File: config.mk
export PLATFORM = sky130hd
export DESIGN_NAME = crossbar_2x2_scheduler
export DESIGN_NICKNAME = d
export VERILOG_FILES = /design/src/rtl/crossbar_2x2_scheduler_pkg.sv /design/src/rtl/crossbar_2x2_scheduler_sync_fifo.sv /design/src/rtl/crossbar_2x2_scheduler.sv
export SDC_FILE = /design/constraint.sdc
export NUM_CORES = 1
export LEC_CHECK = 0
export BUFFER_PORTS_ARGS = -buffer_cell sky130_fd_sc_hd__buf_2
export CORE_MARGIN = 4
export CORE_UTILIZATION = 55
export CTS_CLUSTER_SIZE = 8
export DETAILED_ROUTE_END_ITERATION = 8
export GPL_TIMING_DRIVEN = 0
export PLACE_DENSITY_LB_ADDON = 0.1
export RECOVER_POWER = 25
export SYNTH_ARGS = -nofsm -noshare
export SYNTH_HDL_FRONTEND = slang
export SYNTH_SLANG_ARGS = --single-unit
export TNS_END_PERCENT = 30
File: constraint.sdc
create_clock -name clk -period 4.2 [get_ports clk]
set_input_delay 0.84 -clock clk [delete_from_list [all_inputs] [get_ports clk]]
set_output_delay 0.84 -clock clk [all_outputs]
set_load 0.01 [all_outputs]
File: src/rtl/crossbar_2x2_scheduler_pkg.sv
// Shared definitions for the 2x2 crossbar input scheduler.
// Provides default sizes, destination/control encodings and the grant type
// the scheduler uses to describe which FIFO heads it serves in a cycle.
package crossbar_2x2_scheduler_pkg;

  localparam int unsigned DefWidth = 4;
  localparam int unsigned DefDepth = 4;

  localparam logic DestOut1     = 1'b0;
  localparam logic DestOut2     = 1'b1;
  localparam logic CtrlStraight = 1'b0;
  localparam logic CtrlCross    = 1'b1;

  typedef enum logic [1:0] {
    GrantNone,
    GrantPort1,
    GrantPort2,
    GrantBoth
  } grant_e;

endpackage

File: src/rtl/crossbar_2x2_scheduler_sync_fifo.sv
// Synchronous FIFO holding destination-tagged flits for one input port.
// Ports:
//   clk_i, rst_ni      clock, synchronous active-low reset
//   push_i, data_i     write a flit (caller guarantees not full)
//   pop_i              discard the head (caller guarantees not empty)
//   full_o, empty_o    occupancy flags
//   head_o             oldest stored flit
module crossbar_2x2_scheduler_sync_fifo #(
  parameter int unsigned Width = 5,
  parameter int unsigned Depth = 4
) (
  input  logic             clk_i,
  input  logic             rst_ni,
  input  logic             push_i,
  input  logic [Width-1:0] data_i,
  input  logic             pop_i,
  output logic             full_o,
  output logic             empty_o,
  output logic [Width-1:0] head_o
);

  localparam int unsigned PtrW = $clog2(Depth);
  localparam int unsigned CntW = PtrW + 1;

  logic [Width-1:0] mem_q [Depth];
  logic [PtrW-1:0]  wr_ptr_q, wr_ptr_d;
  logic [PtrW-1:0]  rd_ptr_q, rd_ptr_d;
  logic [CntW-1:0]  count_q, count_d;

  // Depth is a power of two, so the pointers wrap by natural overflow.
  always_comb begin
    wr_ptr_d = wr_ptr_q + PtrW'(push_i);
    rd_ptr_d = rd_ptr_q + PtrW'(pop_i);
    count_d  = count_q + CntW'(push_i) - CntW'(pop_i);
  end

  always_ff @(posedge clk_i) begin
    if (!rst_ni) begin
      wr_ptr_q <= '0;
      rd_ptr_q <= '0;
      count_q  <= '0;
    end else begin
      wr_ptr_q <= wr_ptr_d;
      rd_ptr_q <= rd_ptr_d;
      count_q  <= count_d;
    end
  end

  // Storage needs no reset; occupancy alone defines what is valid.
  always_ff @(posedge clk_i) begin
    if (push_i) begin
      mem_q[wr_ptr_q] <= data_i;
    end
  end

  assign full_o  = (count_q == CntW'(Depth));
  assign empty_o = (count_q == '0);
  assign head_o  = mem_q[rd_ptr_q];

endmodule

File: src/rtl/crossbar_2x2_scheduler.sv
// Input queuing and round-robin scheduling in front of a 2x2 crossbar.
// Each port buffers {dest,data} flits; every cycle the two FIFO heads are
// scheduled and the crossbar inputs, control and per-output valids are
// driven from registers.
// Ports:
//   clk, rst_n                         clock, synchronous active-low reset
//   inN_data/dest/valid, inN_ready     per-port flit offer with backpressure
//   xb_in1, xb_in2, xb_control         registered crossbar drive
//   out1_valid, out2_valid             crossbar output carries a flit
module crossbar_2x2_scheduler
  import crossbar_2x2_scheduler_pkg::*;
#(
  parameter int unsigned WIDTH = DefWidth,
  parameter int unsigned DEPTH = DefDepth
) (
  input  logic             clk,
  input  logic             rst_n,
  input  logic [WIDTH-1:0] in1_data,
  input  logic             in1_dest,
  input  logic             in1_valid,
  output logic             in1_ready,
  input  logic [WIDTH-1:0] in2_data,
  input  logic             in2_dest,
  input  logic             in2_valid,
  output logic             in2_ready,
  output logic [WIDTH-1:0] xb_in1,
  output logic [WIDTH-1:0] xb_in2,
  output logic             xb_control,
  output logic             out1_valid,
  output logic             out2_valid
);

  logic             full1, full2, empty1, empty2;
  logic             push1, push2, pop1, pop2;
  logic [WIDTH:0]   head1, head2;
  logic             head1_dest, head2_dest;
  logic [WIDTH-1:0] head1_data, head2_data;

  logic             prio_q, prio_d;
  logic [WIDTH-1:0] xb_in1_q, xb_in1_d;
  logic [WIDTH-1:0] xb_in2_q, xb_in2_d;
  logic             ctrl_q, ctrl_d;
  logic             out1_valid_q, out1_valid_d;
  logic             out2_valid_q, out2_valid_d;
  grant_e           grant;

  assign in1_ready = rst_n & ~full1;
  assign in2_ready = rst_n & ~full2;
  assign push1     = in1_valid & in1_ready;
  assign push2     = in2_valid & in2_ready;

  crossbar_2x2_scheduler_sync_fifo #(
    .Width (WIDTH + 1),
    .Depth (DEPTH)
  ) u_fifo1 (
    .clk_i   (clk),
    .rst_ni  (rst_n),
    .push_i  (push1),
    .data_i  ({in1_dest, in1_data}),
    .pop_i   (pop1),
    .full_o  (full1),
    .empty_o (empty1),
    .head_o  (head1)
  );

  crossbar_2x2_scheduler_sync_fifo #(
    .Width (WIDTH + 1),
    .Depth (DEPTH)
  ) u_fifo2 (
    .clk_i   (clk),
    .rst_ni  (rst_n),
    .push_i  (push2),
    .data_i  ({in2_dest, in2_data}),
    .pop_i   (pop2),
    .full_o  (full2),
    .empty_o (empty2),
    .head_o  (head2)
  );

  assign head1_dest = head1[WIDTH];
  assign head1_data = head1[WIDTH-1:0];
  assign head2_dest = head2[WIDTH];
  assign head2_data = head2[WIDTH-1:0];

  // Arbitration: priority only moves on a genuine same-destination conflict.
  always_comb begin
    grant  = GrantNone;
    prio_d = prio_q;
    if (!empty1 && !empty2) begin
      if (head1_dest != head2_dest) begin
        grant = GrantBoth;
      end else begin
        grant  = prio_q ? GrantPort2 : GrantPort1;
        prio_d = ~prio_q;
      end
    end else if (!empty1) begin
      grant = GrantPort1;
    end else if (!empty2) begin
      grant = GrantPort2;
    end
  end

  // Routing: a flit always sits on its own port's lane; control steers it.
  always_comb begin
    pop1         = 1'b0;
    pop2         = 1'b0;
    xb_in1_d     = '0;
    xb_in2_d     = '0;
    ctrl_d       = ctrl_q;
    out1_valid_d = 1'b0;
    out2_valid_d = 1'b0;
    unique case (grant)
      GrantBoth: begin
        pop1         = 1'b1;
        pop2         = 1'b1;
        xb_in1_d     = head1_data;
        xb_in2_d     = head2_data;
        ctrl_d       = (head1_dest == DestOut2) ? CtrlCross : CtrlStraight;
        out1_valid_d = 1'b1;
        out2_valid_d = 1'b1;
      end
      GrantPort1: begin
        pop1         = 1'b1;
        xb_in1_d     = head1_data;
        ctrl_d       = (head1_dest == DestOut2) ? CtrlCross : CtrlStraight;
        out1_valid_d = (head1_dest == DestOut1);
        out2_valid_d = (head1_dest == DestOut2);
      end
      GrantPort2: begin
        pop2         = 1'b1;
        xb_in2_d     = head2_data;
        // Port 2 reaches out2 straight and out1 only when crossed.
        ctrl_d       = (head2_dest == DestOut1) ? CtrlCross : CtrlStraight;
        out1_valid_d = (head2_dest == DestOut1);
        out2_valid_d = (head2_dest == DestOut2);
      end
      default: begin
      end
    endcase
  end

  always_ff @(posedge clk) begin
    if (!rst_n) begin
      prio_q       <= 1'b0;
      xb_in1_q     <= '0;
      xb_in2_q     <= '0;
      ctrl_q       <= CtrlStraight;
      out1_valid_q <= 1'b0;
      out2_valid_q <= 1'b0;
    end else begin
      prio_q       <= prio_d;
      xb_in1_q     <= xb_in1_d;
      xb_in2_q     <= xb_in2_d;
      ctrl_q       <= ctrl_d;
      out1_valid_q <= out1_valid_d;
      out2_valid_q <= out2_valid_d;
    end
  end

  assign xb_in1     = xb_in1_q;
  assign xb_in2     = xb_in2_q;
  assign xb_control = ctrl_q;
  assign out1_valid = out1_valid_q;
  assign out2_valid = out2_valid_q;

endmodule

; ---- Yosys cells after proc, flatten, opt, wreduce, memory -nomap -nowiden
; Memories as Yosys holds them, arrays and structs flattened. A register that Yosys moved wholly into a read port is not among the register bits.
; Index checks and enable logic that the tools add are counted.
[totals]
register_bits = 26
latchBits = 0
ramBits = 40
mem_bits_ro = 0
in_bits = 14
output_inout_bits = 13
wordCells = 67
n_memories = 2
[op_classes]
add_sub_neg = 8
multipliers = 0
div = 0
n_lt_le_gt_ge = 0
n_eq_ne = 6
shift = 0
mux = 18
n_bitwise = 10
n_reduce_logical = 11
[mem_list]
columns = name, depth, width, rd, rd_clocked_by_memory_dff, write_ports, line
row1 = u_fifo1.mem_q, 4, 5, 1, 1, 1, crossbar_2x2_scheduler_sync_fifo.sv:25  ; logic [Width-1:0] mem_q [Depth];
row2 = u_fifo2.mem_q, 4, 5, 1, 1, 1, crossbar_2x2_scheduler_sync_fifo.sv:25
[op_table]
columns = cell, count
row1 = 2-bit 2-to-1 mux, 7
row2 = 2-bit by 1-bit adder with 2-bit output, 4
row3 = 1-bit 2-to-1 mux, 8
row4 = 3-bit by 1-bit adder with 3-bit output, 2
row5 = "3-bit == test, second input constant", 2
row6 = 3-bit logical NOT, 2
row7 = 1-bit NOT, 6
row8 = 1-bit one-hot mux with 3 select lines, 2
row9 = 2-bit AND reduction, 3
row10 = 3-bit by 1-bit subtractor with 3-bit output, 2
row11 = 1-bit bitwise AND, 4
row12 = "2-bit == test, second input constant", 2
row13 = 2-bit OR reduction, 2
row14 = "2-bit by 1-bit == test with 1-bit output, second input constant", 1
row15 = 1-bit logical NOT, 2
row16 = 1-bit one-hot mux with 2 select lines, 1
row17 = 2-bit nonzero test, 1
row18 = 1-bit logical AND, 1
row19 = 1-bit inequality test, 1

; ---- Longest topological paths before layout
; Gate-level depths: netlist of run 1.
[logic_depth]
ltp_word = 9
ltp_mapped = 11
ltp_nobuf = 10

; ---- Hierarchy
; A second synthesis of run 1 with hierarchy kept.
[hier_totals]
cells_unflattened = 166
area_unflattened_um2 = 2628.8
[by_module_without_submodules]
columns = module, n_inst, cells_per_inst, area_each_um2, seq_area_each_um2
row1 = crossbar_2x2_scheduler_sync_fifo, 2, 60, 1079.8, 740.7
row2 = crossbar_2x2_scheduler, 1, 46, 469.2, 240.2

; ---- Worst setup path after synthesis of run 1
; Ideal clock, no wire load.
[synth_path]
path_kind = reg2reg
from = reg, netlist name u_fifo1.rd_ptr_q[0]
to = reg u_fifo1.count_q[2]
t_arrival_ns = 2.588
required_ns = 4.085
slack_ns = 1.497
path_stages_with_launch = 12
synth_period_minus_slack_ns = 2.703
cell_sequence = dfxtp_1 > buf_2 > mux4_2 > xnor2_4 > a31oi_2 > ha_1 > inv_1 > ha_1 > inv_1 > fa_1 > xnor2_1 > and2_1
[synth_lines]
columns = element, line
row1 = "end signal, assigned", crossbar_2x2_scheduler_sync_fifo.sv:45  ; count_q <= count_d;
row2 = "end, declared", crossbar_2x2_scheduler_sync_fifo.sv:28  ; logic [CntW-1:0] count_q, count_d;

==> impl_results.rst, run 1 <==
.. list-table::
   :header-rows: 1

   * - Metric
     - Value
   * - DP Wirelength
     - 3140 um
   * - Maximum clock frequency
     - 333 MHz
   * - Top-level port count
     - 27
   * - Worst Skew
     - 5.09 ps
   * - Avg Synthesized Cell Area
     - 15.3 um^2
   * - Crit Path Max Fanout
     - 6
   * - Number of endpoints with negative hold slack in the final report
     - 0
   * - Type of the most critical hold path
     - flip-flop to flip-flop
   * - Setup repair after global routing missed its margin
     - false
   * - Part of the Yosys area used for sequential elements
     - 65.8%
   * - Asr flop ratio synth
     - 0%
   * - Synthesized instance count
     - 171
   * - Clock slew seen by the registers of the worst setup and hold paths
     - 60 ps
   * - Number of clock buffers inserted by TritonCTS
     - 9
   * - Leakage
     - 1.19 nW
   * - Net switching power
     - 0.000580 W
   * - Peak per-stage delay on the critical path
     - 630 ps
   * - Critical Setup Path Class
     - flip-flop to flip-flop
   * - Layout overhead on the synthesized area
     - 12.9%
   * - Initial Util
     - 58.5%
   * - Number of inserted filler cells in the final layout
     - 335
   * - Transition time at the pin with the least slew margin
     - 887 ps
   * - Global-route usage over all layers
     - 16.9%
   * - Number of nets produced by synthesis
     - 195
   * - Initial antenna violation count
     - 0
   * - Via density
     - 5.41
   * - Detail-routed net length per standard cell
     - 16.3 um
   * - CP required
     - 4420 ps
   * - IR Drop Worst-Case VDD
     - 0.267 mV
   * - Buffer type at the clock tree root
     - sky130_fd_sc_hd__clkbuf_8
   * - Placement row count
     - 24
   * - Max-cap check violation count
     - 0
   * - Maximum number of pins on one net before global-route repair
     - 12
   * - Share of power burned in the clock network
     - 22.3%
   * - Die ar.
     - 5930 um^2
   * - Total iterations of the first detailed-routing run
     - 4
   * - CTS tree
     - yes
   * - Netlist Area Pre-Place
     - 2620 um^2
   * - Total via count after detailed routing
     - 1433
   * - Count of nets left with antenna violations after detail routing
     - 0
   * - Clock Sink Count
     - 66
   * - Antenna cells
     - 0
   * - CP arrival
     - 3230 ps
   * - Total power draw
     - 0.00189 W
   * - Setup TNS Final
     - 0 ps
   * - Final count of negative-setup-slack endpoints
     - 0
   * - Leading area contributor after synthesis
     - sky130_fd_sc_hd__edfxtp_1
   * - Worst-case clock buffer depth
     - 2
   * - Share of the clock period used by the worst path after layout
     - 71.6%
   * - Sequential group share of total power
     - 44.9%
   * - Most frequent cells after synthesis
     - sky130_fd_sc_hd__edfxtp_1 (40), sky130_fd_sc_hd__dfxtp_1 (26), sky130_fd_sc_hd__and2_1 (14), sky130_fd_sc_hd__and3_1 (11), sky130_fd_sc_hd__inv_1 (11)
   * - Total detailed-routing wirelength
     - 4330 um
   * - Cell-by-cell listing of the critical path
     - buf_2 > mux4_2 > xnor2_4 > a31oi_2 > ha_1 > inv_1 > ha_1 > inv_1 > fa_1 > xnor2_1 > and2_1
   * - Final-stage net count
     - 232
   * - Crit path launch type
     - flip-flop
   * - Main area contributors after synthesis
     - sky130_fd_sc_hd__edfxtp_1 (46%), sky130_fd_sc_hd__dfxtp_1 (20%), sky130_fd_sc_hd__mux4_2 (6.9%)
   * - Internal reg-to-reg setup slack
     - 1190 ps
   * - Remaining DRCs
     - 0
   * - Input/output buffers
     - 26
   * - Routability Congestion
     - 0.744
   * - Synth Warn #
     - 0
   * - Slowest cell on crit path
     - sky130_fd_sc_hd__mux4_2
   * - Worst r2r path cells
     - 11
   * - Combinational cell fraction of total power
     - 32.8%
   * - Die extent in x
     - 77.0 um
   * - Top_reg_cell synth
     - sky130_fd_sc_hd__edfxtp_1
   * - Post-cts gate resize count
     - 0
   * - Clk Latency, worst-skew pair
     - 330 ps
   * - CTS H-Tree Depth
     - 3
   * - Proportion of layout cells with a drive suffix above 1
     - 19.7%
   * - Number of synthesized register bits
     - 66
   * - Most frequent cell after synthesis
     - sky130_fd_sc_hd__edfxtp_1
   * - Number of synthesized flops with an enable pin
     - 40
   * - Total count of max-transition violations in the final report
     - 0
   * - Number of global-route vias before repair
     - 1554
   * - Core Area
     - 4470 um^2
   * - Proportion of netlist area held by the largest area contributor
     - 45.9%
   * - Starting DRT DRC Count
     - 56
   * - Vertical die dimension
     - 77.0 um
   * - Overflow left after global routing
     - 0
   * - Post-CTS Hold Buffers
     - 0
   * - Time the final worst path needs with I/O delays and setup
     - 3010 ps
   * - Global-route wire length before repair
     - 7530 um
   * - Areal power density over the cells
     - 638 nW/um^2
   * - Sw Share
     - 30.8%
   * - Worst slew margin relative to its limit
     - 40.4%
   * - Int Power
     - 0.00131 W
   * - Status
     - completed
   * - Post-CTS setup-driven buffer insertion count
     - 0
   * - Instance count along the most critical hold path
     - 2
   * - Critical Path End Type
     - flip-flop
   * - Count of cell types in the netlist
     - 30
metrics by stage:
stage	hold WS [ps]	util (%)	worst slack, ps	area, um^2	instances
floorplan	483	-	1500	2620	171
global placement	494	62.9	1220	2810	249
global route	577	66.1	1000	2960	265
finish	535	66.1	1190	2960	265
detailed placement	527	62.9	1140	2810	249
CTS	537	66.3	1130	2970	265
path summary, 6_finish.rpt:
| path | start | endpoint |
|---|---|---|
| worst max-delay path | u_fifo1.rd_ptr_q[0]$_SDFF_PN0_ | u_fifo1.count_q[2]$_SDFF_PN0_ |
| worst min-delay path | prio_q$_SDFFE_PN0P_ | prio_q$_SDFFE_PN0P_ |
| worst max register to register | u_fifo1.rd_ptr_q[0]$_SDFF_PN0_ | u_fifo1.count_q[2]$_SDFF_PN0_ |
| worst min register to register | prio_q$_SDFFE_PN0P_ | prio_q$_SDFFE_PN0P_ |
state kept, by name, summed over array words and instances, names as in the netlist:
| name | cells |
|---|---|
| u_fifo2.mem_q | 20 |
| xb_control | 1 |
| out2_valid | 1 |
| u_fifo1.mem_q | 20 |
| xb_in2 | 4 |
| xb_in1 | 4 |
| u_fifo1.count_q | 3 |
| prio_q | 1 |
| u_fifo2.count_q | 3 |
| out1_valid | 1 |
| u_fifo2.rd_ptr_q | 2 |
| u_fifo1.rd_ptr_q | 2 |
| u_fifo1.wr_ptr_q | 2 |
| u_fifo2.wr_ptr_q | 2 |
final cells by class:
cell class | instances | area (um^2) | share of cell area [%]
Buffer | 7 | 35.0 | 1.19
Timing Repair Buffer | 26 | 119 | 4.02
Tap cell | 52 | 65.1 | 2.20
Sequential cell | 66 | 1720 | 58.3
Multi-Input combinational cell | 87 | 820 | 27.7
Clock buffer | 11 | 131 | 4.45
Inverter | 11 | 41.3 | 1.40
Clock inverter | 5 | 22.5 | 0.762
power by group through the flow:
stage	clock, W	sequential, W	combinational, W
after floorplan	0	0.000870	0.000457
after global placement	0	0.000851	0.000599
after detailed placement	0	0.000861	0.000635
after CTS	0.000432	0.000847	0.000637
after global routing	0.000472	0.000860	0.000708
final	0.000421	0.000846	0.000619
cells by family (layout without fill, tap and decap cells):
family	Yosys count	count (layout)	share of synthesized area [%]
AND/OR/NAND/NOR	49	49	10.4
AO/OA/AOI/OAI	7	7	2.15
XOR/XNOR	9	9	3.73
buffers and inverters	18	60	2.92
adder cells (fa/ha/maj)	10	10	5.35
flip-flops	66	66	65.8
multiplexers	12	12	9.66
critical path: cells and delay by family, from the launching register on:
family,cells,cell delay [ps]
fa+ha+maj,3,800
mux,1,630
compound gates,1,370
flops,1,330
buf+inv,3,320
xor+xnor,2,320
simple gates,1,150
placed cells by master, fill, tap and decap left out, types with 3 or more instances in the layout:
master / instances
sky130_fd_sc_hd__nor2_1: 6
sky130_fd_sc_hd__nor3_1: 4
sky130_fd_sc_hd__mux4_2: 8
sky130_fd_sc_hd__and2_1: 14
sky130_fd_sc_hd__and3_1: 11
sky130_fd_sc_hd__inv_1: 11
sky130_fd_sc_hd__clkinv_2: 3
sky130_fd_sc_hd__xor2_1: 5
sky130_fd_sc_hd__buf_2: 18
sky130_fd_sc_hd__clkbuf_1: 16
sky130_fd_sc_hd__edfxtp_1: 40
sky130_fd_sc_hd__clkbuf_8: 9
sky130_fd_sc_hd__nand2_1: 6
sky130_fd_sc_hd__ha_1: 8
sky130_fd_sc_hd__xnor2_1: 3
sky130_fd_sc_hd__dfxtp_1: 26
routing by layer:
layer,vias up,track usage [%],routed length [um]
li1,694,-,-
met3,8,4.45,183
met4,0,8.54,94
met1,706,20.5,1850
met2,25,27.8,2200
met5,-,0,0
No activity file was read; power rests on OpenSTA's default activity.
==> run 2: changes to the inputs <==
CORE_UTILIZATION = 52   (was 55)
clock period = 2.44 ns   (was 4.2 ns; I/O delays follow)
==> run 2 against run 1 <==
Against the previous run: the run now ends with setup timing left; register-to-register slack worse by 1300 ps; die area rose by 5.2%; setup slack got worse by 1300 ps; flip-flop and latch count is the same; critical path depth is 1 lower; clock power increased by 110%; sequential power rose by 77%; clock skew down 0.51 ps; critical path type unchanged.
==> impl_results.rst, run 2 (synthesis results as in run 1) <==
.. list-table::
   :header-rows: 1

   * - Metric
     - Value
   * - Status
     - finished, violations left
   * - Violated checks
     - setup timing
   * - Input/output buffers
     - 26 (unchanged)
   * - Worst slew margin relative to its limit
     - 38.5% (-1.9 points)
   * - Count of nets left with antenna violations after detail routing
     - 0 (unchanged)
   * - Initial Util
     - 54.7% (-3.8 points)
   * - Internal reg-to-reg setup slack
     - -140 ps (-1340 ps)
   * - Via density
     - 5.01 (-7.4%)
   * - Crit path to
     - u_fifo1.count_q[2]$_SDFF_PN0_
   * - Die ar.
     - 6230 um^2 (+5.2%)
   * - Final-stage net count
     - 235 (+1.3%)
   * - Critical Setup Path Class
     - flip-flop to flip-flop
   * - Initial antenna violation count
     - 0 (unchanged)
   * - Top-level port count
     - 27 (unchanged)
   * - CP arrival
     - 2810 ps (-420 ps)
   * - Max-cap check violation count
     - 0 (unchanged)
   * - Global-route wire length before repair
     - 7200 um (-4.4%)
   * - CTS H-Tree Depth
     - 3 (unchanged)
   * - Sequential group share of total power
     - 42.0% (-2.9 points)
   * - Family with the most delay on the worst path
     - adder cells
   * - IR Drop Worst-Case VDD
     - 0.490 mV (+84%)
   * - GRT met3 Usage
     - 6.01% (+1.6 points)
   * - Leakage
     - 1.23 nW (+3.1%)
   * - Number of clock buffers inserted by TritonCTS
     - 9 (unchanged)
   * - Clk Latency, worst-skew pair
     - 330 ps (about the same)
   * - Total via count after detailed routing
     - 1417 (-1.1%)
   * - Maximum clock frequency
     - 387 MHz (+16%)
   * - Detail-routed net length per standard cell
     - 15.6 um (-4.7%)
   * - Die extent in x
     - 79.0 um (+2.6%)
   * - Layout overhead on the synthesized area
     - 17.9%
   * - Registers with the most flip-flops
     - u_fifo1.mem_q (20), u_fifo2.mem_q (20)
   * - Global route hottest layer
     - met2
   * - Worst Skew
     - 4.58 ps (-0.506 ps)
   * - Total count of max-transition violations in the final report
     - 0 (unchanged)
   * - Combinational cell fraction of total power
     - 33.8% (+1.0 points)
   * - CP required
     - 2660 ps (-1760 ps)
   * - Areal power density over the cells
     - 1160 nW/um^2 (+82%)
   * - Buffer type at the clock tree root
     - sky130_fd_sc_hd__clkbuf_8
   * - Time the final worst path needs with I/O delays and setup
     - 2580 ps (-421 ps)
   * - Worst-case clock buffer depth
     - 2 (unchanged)
   * - Crit path setup slack, layout
     - -144 ps (-1340 ps)
   * - Clock Sink Count
     - 66 (unchanged)
   * - Leading cell type in the layout, fill and taps excluded
     - sky130_fd_sc_hd__edfxtp_1
   * - Proportion of layout cells with a drive suffix above 1
     - 26.4% (+6.7 points)
   * - Number of inserted filler cells in the final layout
     - 369 (+10%)
   * - Crit Path Max Fanout
     - 3 (-3)
   * - Final count of negative-setup-slack endpoints
     - 4 (+4)
   * - Slowest cell on crit path
     - sky130_fd_sc_hd__mux4_2
   * - Sw Share
     - 30.0% (-0.73 points)
   * - Area after detailed placement
     - 2850 um^2 (+1.3%)
   * - CTS tree
     - yes
   * - Routability Congestion
     - 0.715 (-3.8%)
   * - Reg2Reg Launch Point
     - u_fifo1.rd_ptr_q[0]$_SDFF_PN0_
   * - Layout Cell Area excl Fill
     - 3090 um^2 (+4.4%)
   * - Total detailed-routing wirelength
     - 4410 um (+1.8%)
   * - Clock slew seen by the registers of the worst setup and hold paths
     - 60 ps (about the same)
   * - Buffers & Inverters on Critical Path
     - 2 (-1)
   * - Number of logic stages on the critical path including buffering
     - 10 (-1)
   * - Type of the most critical hold path
     - input pin to flip-flop
   * - Worst r2r path cells
     - 10 (-1)
   * - Placement row count
     - 25 (+4.2%)
   * - Utilization after layout
     - 64.5% (-1.6 points)
   * - Share of power burned in the clock network
     - 24.2% (+1.9 points)
   * - Critical Path End Type
     - flip-flop
   * - Overflow left after global routing
     - 0 (unchanged)
   * - Met1 Use GR
     - 20.1% (-0.43 points)
   * - Number of global-route vias before repair
     - 1487 (-4.3%)
   * - M2 GR Usage
     - 25.3% (-2.5 points)
   * - Antenna cells
     - 0 (unchanged)
   * - Total iterations of the first detailed-routing run
     - 4 (unchanged)
   * - Int Power
     - 0.00250 W (+92%)
   * - DP Wirelength
     - 3040 um (-3.1%)
   * - Peak per-stage delay on the critical path
     - 570 ps (-60 ps)
   * - Crit path launch type
     - flip-flop
   * - Cell-by-cell listing of the critical path
     - mux4_2 > xnor2_4 > a31oi_4 > ha_1 > inv_1 > ha_2 > inv_2 > fa_2 > xnor2_1 > and2_1
   * - Remaining DRCs
     - 0 (unchanged)
   * - Transition time at the pin with the least slew margin
     - 920 ps (+33.4 ps)
   * - Share of the clock period used by the worst path after layout
     - 106% (+34 points)
   * - Core Area
     - 4790 um^2 (+7.0%)
   * - Vertical die dimension
     - 79.0 um (+2.6%)
   * - Maximum number of pins on one net before global-route repair
     - 12 (unchanged)
   * - Net switching power
     - 0.00107 W (+85%)
   * - Setup repair after global routing missed its margin
     - true
   * - Global-route usage over all layers
     - 16.0% (-0.88 points)
   * - Post-CTS Hold Buffers
     - 0 (unchanged)
   * - Number of endpoints with negative hold slack in the final report
     - 0 (unchanged)
   * - Worst r2r dst
     - u_fifo1.count_q[2]$_SDFF_PN0_
   * - CP startpoint
     - u_fifo1.rd_ptr_q[0]$_SDFF_PN0_
   * - Instance count along the most critical hold path
     - 1 (-1)
   * - Most frequent cells in the layout
     - sky130_fd_sc_hd__edfxtp_1 (40), sky130_fd_sc_hd__dfxtp_1 (23), sky130_fd_sc_hd__buf_2 (17), sky130_fd_sc_hd__clkbuf_1 (14), sky130_fd_sc_hd__and2_1 (14)
   * - Starting DRT DRC Count
     - 91 (+63%)
==> run 2: metal layers <==
| layer | vias up | share of wire (%) | wire length (um) |
|---|---|---|---|
| met2 | 29 | 50 | 2190 |
| met3 | 8 | 4.7 | 205 |
| met5 | - | 0 | 0 |
| li1 | 694 | - | - |
| met4 | 0 | 1.5 | 66 |
| met1 | 686 | 44 | 1950 |
==> run 2: per-stage QoR <==
stage               setup TNS (ps)  power [W]  setup WS [ps]  hold WS, ps  instances
finish                        -450    0.00358           -144          385        283
global route                  -848    0.00383           -260          371        283
CTS                           -512    0.00356           -184          356        284
detailed placement           -2330    0.00260           -416          540        264
global placement             -1620    0.00254           -356          519        264
floorplan                     -418    0.00232           -134          504        171
==> run 2: what timing repair did <==
item / CTS / global route
gates resized for setup: 4 / 6
pin swaps: 4 / 6
endpoints found under the setup margin: 5 / 4
buffers inserted: 6 / 1
==> run 2: area by class of cell <==
| cell class | count | area, um^2 | share of cell area (%) |
|---|---|---|---|
| Buffer | 3 | 11.3 | 0.365 |
| Clock buffer | 12 | 145 | 4.70 |
| Clock inverter | 4 | 43.8 | 1.42 |
| Inverter | 11 | 41.3 | 1.34 |
| Multi-Input combinational cell | 87 | 858 | 27.8 |
| Sequential cell | 66 | 1730 | 56.0 |
| Tap cell | 67 | 83.8 | 2.72 |
| Timing Repair Buffer | 33 | 175 | 5.67 |
==> run 2: how the worst min path moves through the flow <==
stage          slack (ps)                 from                       endpoint
2_1_floorplan         500  prio_q$_SDFFE_PN0P_            prio_q$_SDFFE_PN0P_
3_3_place_gp          520  prio_q$_SDFFE_PN0P_            prio_q$_SDFFE_PN0P_
3_5_place_dp          540  prio_q$_SDFFE_PN0P_            prio_q$_SDFFE_PN0P_
4_1_cts               360          in1_data[1]  u_fifo1.mem_q[2][1]$_DFFE_PP_
5_1_grt               370             in2_dest  u_fifo2.mem_q[2][4]$_DFFE_PP_
6_report              380             in2_dest  u_fifo2.mem_q[1][4]$_DFFE_PP_
==> run 2: power by group through the flow <==
stage	Sequential (W)	Combinational, W	Clock (W)
finish	0.00150	0.00121	0.000867
global route	0.00152	0.00136	0.000938
CTS	0.00149	0.00118	0.000885
detailed placement	0.00148	0.00112	0
global placement	0.00147	0.00107	0
floorplan	0.00150	0.000819	0
==> run 2: worst register-to-register path: stages, from the launching register on <==
cell and delay, ps:
sky130_fd_sc_hd__dfxtp_4 360, sky130_fd_sc_hd__mux4_2 570, sky130_fd_sc_hd__xnor2_4 240, sky130_fd_sc_hd__a31oi_4 110
sky130_fd_sc_hd__ha_1 310, sky130_fd_sc_hd__inv_1 60, sky130_fd_sc_hd__ha_2 160, sky130_fd_sc_hd__inv_2 40
sky130_fd_sc_hd__fa_2 350, sky130_fd_sc_hd__xnor2_1 120, sky130_fd_sc_hd__and2_1 150
==> run 3: changes to the inputs <==
CTS_BUF_LIST = sky130_fd_sc_hd__clkbuf_16   (was unset)
==> run 3 against run 2 <==
Against the previous run: the run still ends with setup timing left; flip-flop and latch count is the same; combinational power barely moved; highest routed layer unchanged; sequential share of layout area fell by 1.6 points; global-route usage hardly changed; critical path type unchanged; fmax about the same; setup slack barely moved.
==> impl_results.rst, run 3 (synthesis results as in run 1) <==
.. list-table::
   :header-rows: 1

   * - Metric
     - Value
   * - Critical Path End Type
     - flip-flop
   * - Leakage
     - 1.28 nW (+4.2%)
   * - Critical Setup Path Class
     - flip-flop to flip-flop
   * - Global-route wire length before repair
     - 7220 um (+0.19%)
   * - Worst-case clock buffer depth
     - 2 (unchanged)
   * - Worst Skew
     - 4.87 ps (+0.285 ps)
   * - Post-CTS Hold Buffers
     - 0 (unchanged)
   * - Utilization after layout
     - 66.4% (+1.9 points)
   * - Die extent in x
     - 79.0 um (unchanged)
   * - CP startpoint
     - u_fifo1.rd_ptr_q[0]$_SDFF_PN0_
   * - Time the final worst path needs with I/O delays and setup
     - 2580 ps (-0.206 ps)
   * - Type of the most critical hold path
     - input pin to flip-flop
   * - Peak per-stage delay on the critical path
     - 570 ps (about the same)
   * - Routability Congestion
     - 0.715 (unchanged)
   * - Int Power
     - 0.00278 W (+11%)
   * - Global-route usage over all layers
     - 16.0% (+0.021 points)
   * - Vertical die dimension
     - 79.0 um (unchanged)
   * - Number of endpoints with negative hold slack in the final report
     - 0 (unchanged)
   * - Number of global-route vias before repair
     - 1475 (-0.81%)
   * - Total via count after detailed routing
     - 1422 (+0.35%)
   * - Violated checks
     - setup timing
   * - Clock slew seen by the registers of the worst setup and hold paths
     - 50 ps (about the same)
   * - Area of the multi-input gates
     - 858 um^2 (unchanged)
   * - Clock Sink Count
     - 66 (unchanged)
   * - Worst slew margin relative to its limit
     - 38.9% (+0.33 points)
   * - Family with the most delay on the worst path
     - adder cells
   * - Worst hold start
     - in2_data[1]
   * - Buffer type at the clock tree root
     - sky130_fd_sc_hd__clkbuf_16
   * - Areal power density over the cells
     - 1230 nW/um^2 (+5.8%)
   * - Sequential group share of total power
     - 38.5% (-3.5 points)
   * - Transition time at the pin with the least slew margin
     - 915 ps (-4.98 ps)
   * - Initial antenna violation count
     - 0 (unchanged)
   * - Internal reg-to-reg setup slack
     - -140 ps (about the same)
   * - CP required
     - 2650 ps (about the same)
   * - Leading cell type in the layout, fill and taps excluded
     - sky130_fd_sc_hd__edfxtp_1
   * - Registers with the most flip-flops
     - u_fifo1.mem_q (20), u_fifo2.mem_q (20)
   * - CTS tree
     - yes
   * - Die ar.
     - 6230 um^2 (unchanged)
   * - Buffers & Inverters on Critical Path
     - 2 (unchanged)
   * - Setup repair after global routing missed its margin
     - true
   * - Worst setup slack after placement
     - -416 ps (unchanged)
   * - Crit path launch type
     - flip-flop
   * - Post-route worst hold slack
     - 391 ps (+6.24 ps)
   * - Crit Path Max Fanout
     - 3 (unchanged)
   * - Clk Latency, worst-skew pair
     - 320 ps (about the same)
   * - Input/output buffers
     - 26 (unchanged)
   * - DP Wirelength
     - 3040 um (unchanged)
   * - Share of the clock period used by the worst path after layout
     - 106% (about the same)
   * - Final count of negative-setup-slack endpoints
     - 4 (unchanged)
   * - Top-level port count
     - 27 (unchanged)
   * - Most frequent cells in the layout
     - sky130_fd_sc_hd__edfxtp_1 (40), sky130_fd_sc_hd__dfxtp_1 (23), sky130_fd_sc_hd__buf_2 (18), sky130_fd_sc_hd__and2_1 (14), sky130_fd_sc_hd__inv_1 (12)
   * - Detail-routed net length per standard cell
     - 15.7 um (+0.82%)
   * - Reg2Reg Launch Point
     - u_fifo1.rd_ptr_q[0]$_SDFF_PN0_
   * - Cell-by-cell listing of the critical path
     - mux4_2 > xnor2_4 > a31oi_4 > ha_1 > inv_1 > ha_2 > inv_2 > fa_2 > xnor2_1 > and2_1
   * - Status
     - finished, violations left
   * - Proportion of layout cells with a drive suffix above 1
     - 26.4% (unchanged)
   * - Count of nets left with antenna violations after detail routing
     - 0 (unchanged)
   * - Maximum number of pins on one net before global-route repair
     - 12 (unchanged)
   * - Overflow left after global routing
     - 0 (unchanged)
   * - Core Area
     - 4790 um^2 (unchanged)
   * - Number of clock buffers inserted by TritonCTS
     - 9 (unchanged)
   * - Slowest cell on crit path
     - sky130_fd_sc_hd__mux4_2
   * - CP arrival
     - 2790 ps (-20 ps)
   * - Via density
     - 5.02 (+0.35%)
   * - Remaining DRCs
     - 0 (unchanged)
   * - Total count of max-transition violations in the final report
     - 0 (unchanged)
   * - IR Drop Worst-Case VDD
     - 0.777 mV (+59%)
   * - Maximum clock frequency
     - 387 MHz (about the same)
   * - Antenna cells
     - 0 (unchanged)
   * - Net switching power
     - 0.00112 W (+3.9%)
   * - Starting DRT DRC Count
     - 47 (-48%)
   * - CTS H-Tree Depth
     - 3 (unchanged)
   * - Footprint of the flip-flops and latches
     - 1730 um^2 (unchanged)
   * - Number of inserted filler cells in the final layout
     - 359 (-2.7%)
   * - Total iterations of the first detailed-routing run
     - 4 (unchanged)
   * - Final-stage net count
     - 235 (unchanged)
   * - Placement row count
     - 25 (unchanged)
   * - Combinational cell fraction of total power
     - 31.2% (-2.6 points)
   * - Initial Util
     - 54.7% (unchanged)
   * - Crit path setup slack, layout
     - -144 ps (+0.206 ps)
   * - Layout overhead on the synthesized area
     - 21.5%
   * - Sw Share
     - 28.6% (-1.4 points)
   * - Max-cap check violation count
     - 0 (unchanged)
   * - Share of power burned in the clock network
     - 30.3% (+6.1 points)
   * - Total detailed-routing wirelength
     - 4440 um (+0.82%)
==> run 3: cell types whose count changed in the layout (fill, tap and decap cells not counted) <==
cell / before / now
sky130_fd_sc_hd__clkbuf_1: 14 / 11
sky130_fd_sc_hd__clkbuf_16: 0 / 9
sky130_fd_sc_hd__inv_1: 10 / 12
sky130_fd_sc_hd__buf_2: 17 / 18
sky130_fd_sc_hd__clkinv_1: 1 / 2
sky130_fd_sc_hd__clkbuf_8: 10 / 0
==> run 3: stage by stage <==
step	instance area, um^2	cells	setup TNS (ps)	total power [W]
2_1_floorplan	2640	171	-418	0.00232
3_3_place_gp	2850	264	-1620	0.00254
3_5_place_dp	2850	264	-2330	0.00260
4_1_cts	3180	284	-502	0.00389
5_1_grt	3180	283	-799	0.00415
6_report	3180	283	-432	0.00390
==> run 3: worst paths after layout <==
| path | to | cells after the start |
|---|---|---|
| worst min register to register | prio_q$_SDFFE_PN0P_ | 2 |
| worst min-delay path | u_fifo2.mem_q[3][1]$_DFFE_PP_ | 1 |
| worst max register to register | u_fifo1.count_q[2]$_SDFF_PN0_ | 10 |
| worst max-delay path | u_fifo1.count_q[2]$_SDFF_PN0_ | 10 |
==> run 3: per-layer routing <==
layer | global-route usage (%) | vias up | routed length [um]
met3 | 4.20 | 6 | 176
met4 | 7.73 | 0 | 61
met5 | 0 | - | 0
met1 | 20.3 | 691 | 1920
li1 | - | 697 | -
met2 | 25.8 | 28 | 2290
==> run 3: area by class of cell <==
| type | count | share of cell area, % |
|---|---|---|
| Clock inverter | 7 | 1.73 |
| Multi-Input combinational cell | 87 | 27.0 |
| Tap cell | 67 | 2.64 |
| Sequential cell | 66 | 54.3 |
| Inverter | 11 | 1.30 |
| Buffer | 3 | 0.354 |
| Clock buffer | 9 | 7.08 |
| Timing Repair Buffer | 33 | 5.55 |
==> run 3: power by group through the flow <==
stage / logic [W] / registers, W / clock network, W
global placement: 0.00107 / 0.00147 / 0
global route: 0.00136 / 0.00153 / 0.00126
finish: 0.00122 / 0.00150 / 0.00118
floorplan: 0.000819 / 0.00150 / 0
CTS: 0.00119 / 0.00150 / 0.00121
detailed placement: 0.00112 / 0.00148 / 0
==> run 3: what timing repair did <==
item                       CTS  global route
pin swaps                    4             6
setup endpoints to repair    5             4
setup buffers                6             1
gates resized for setup      4             6
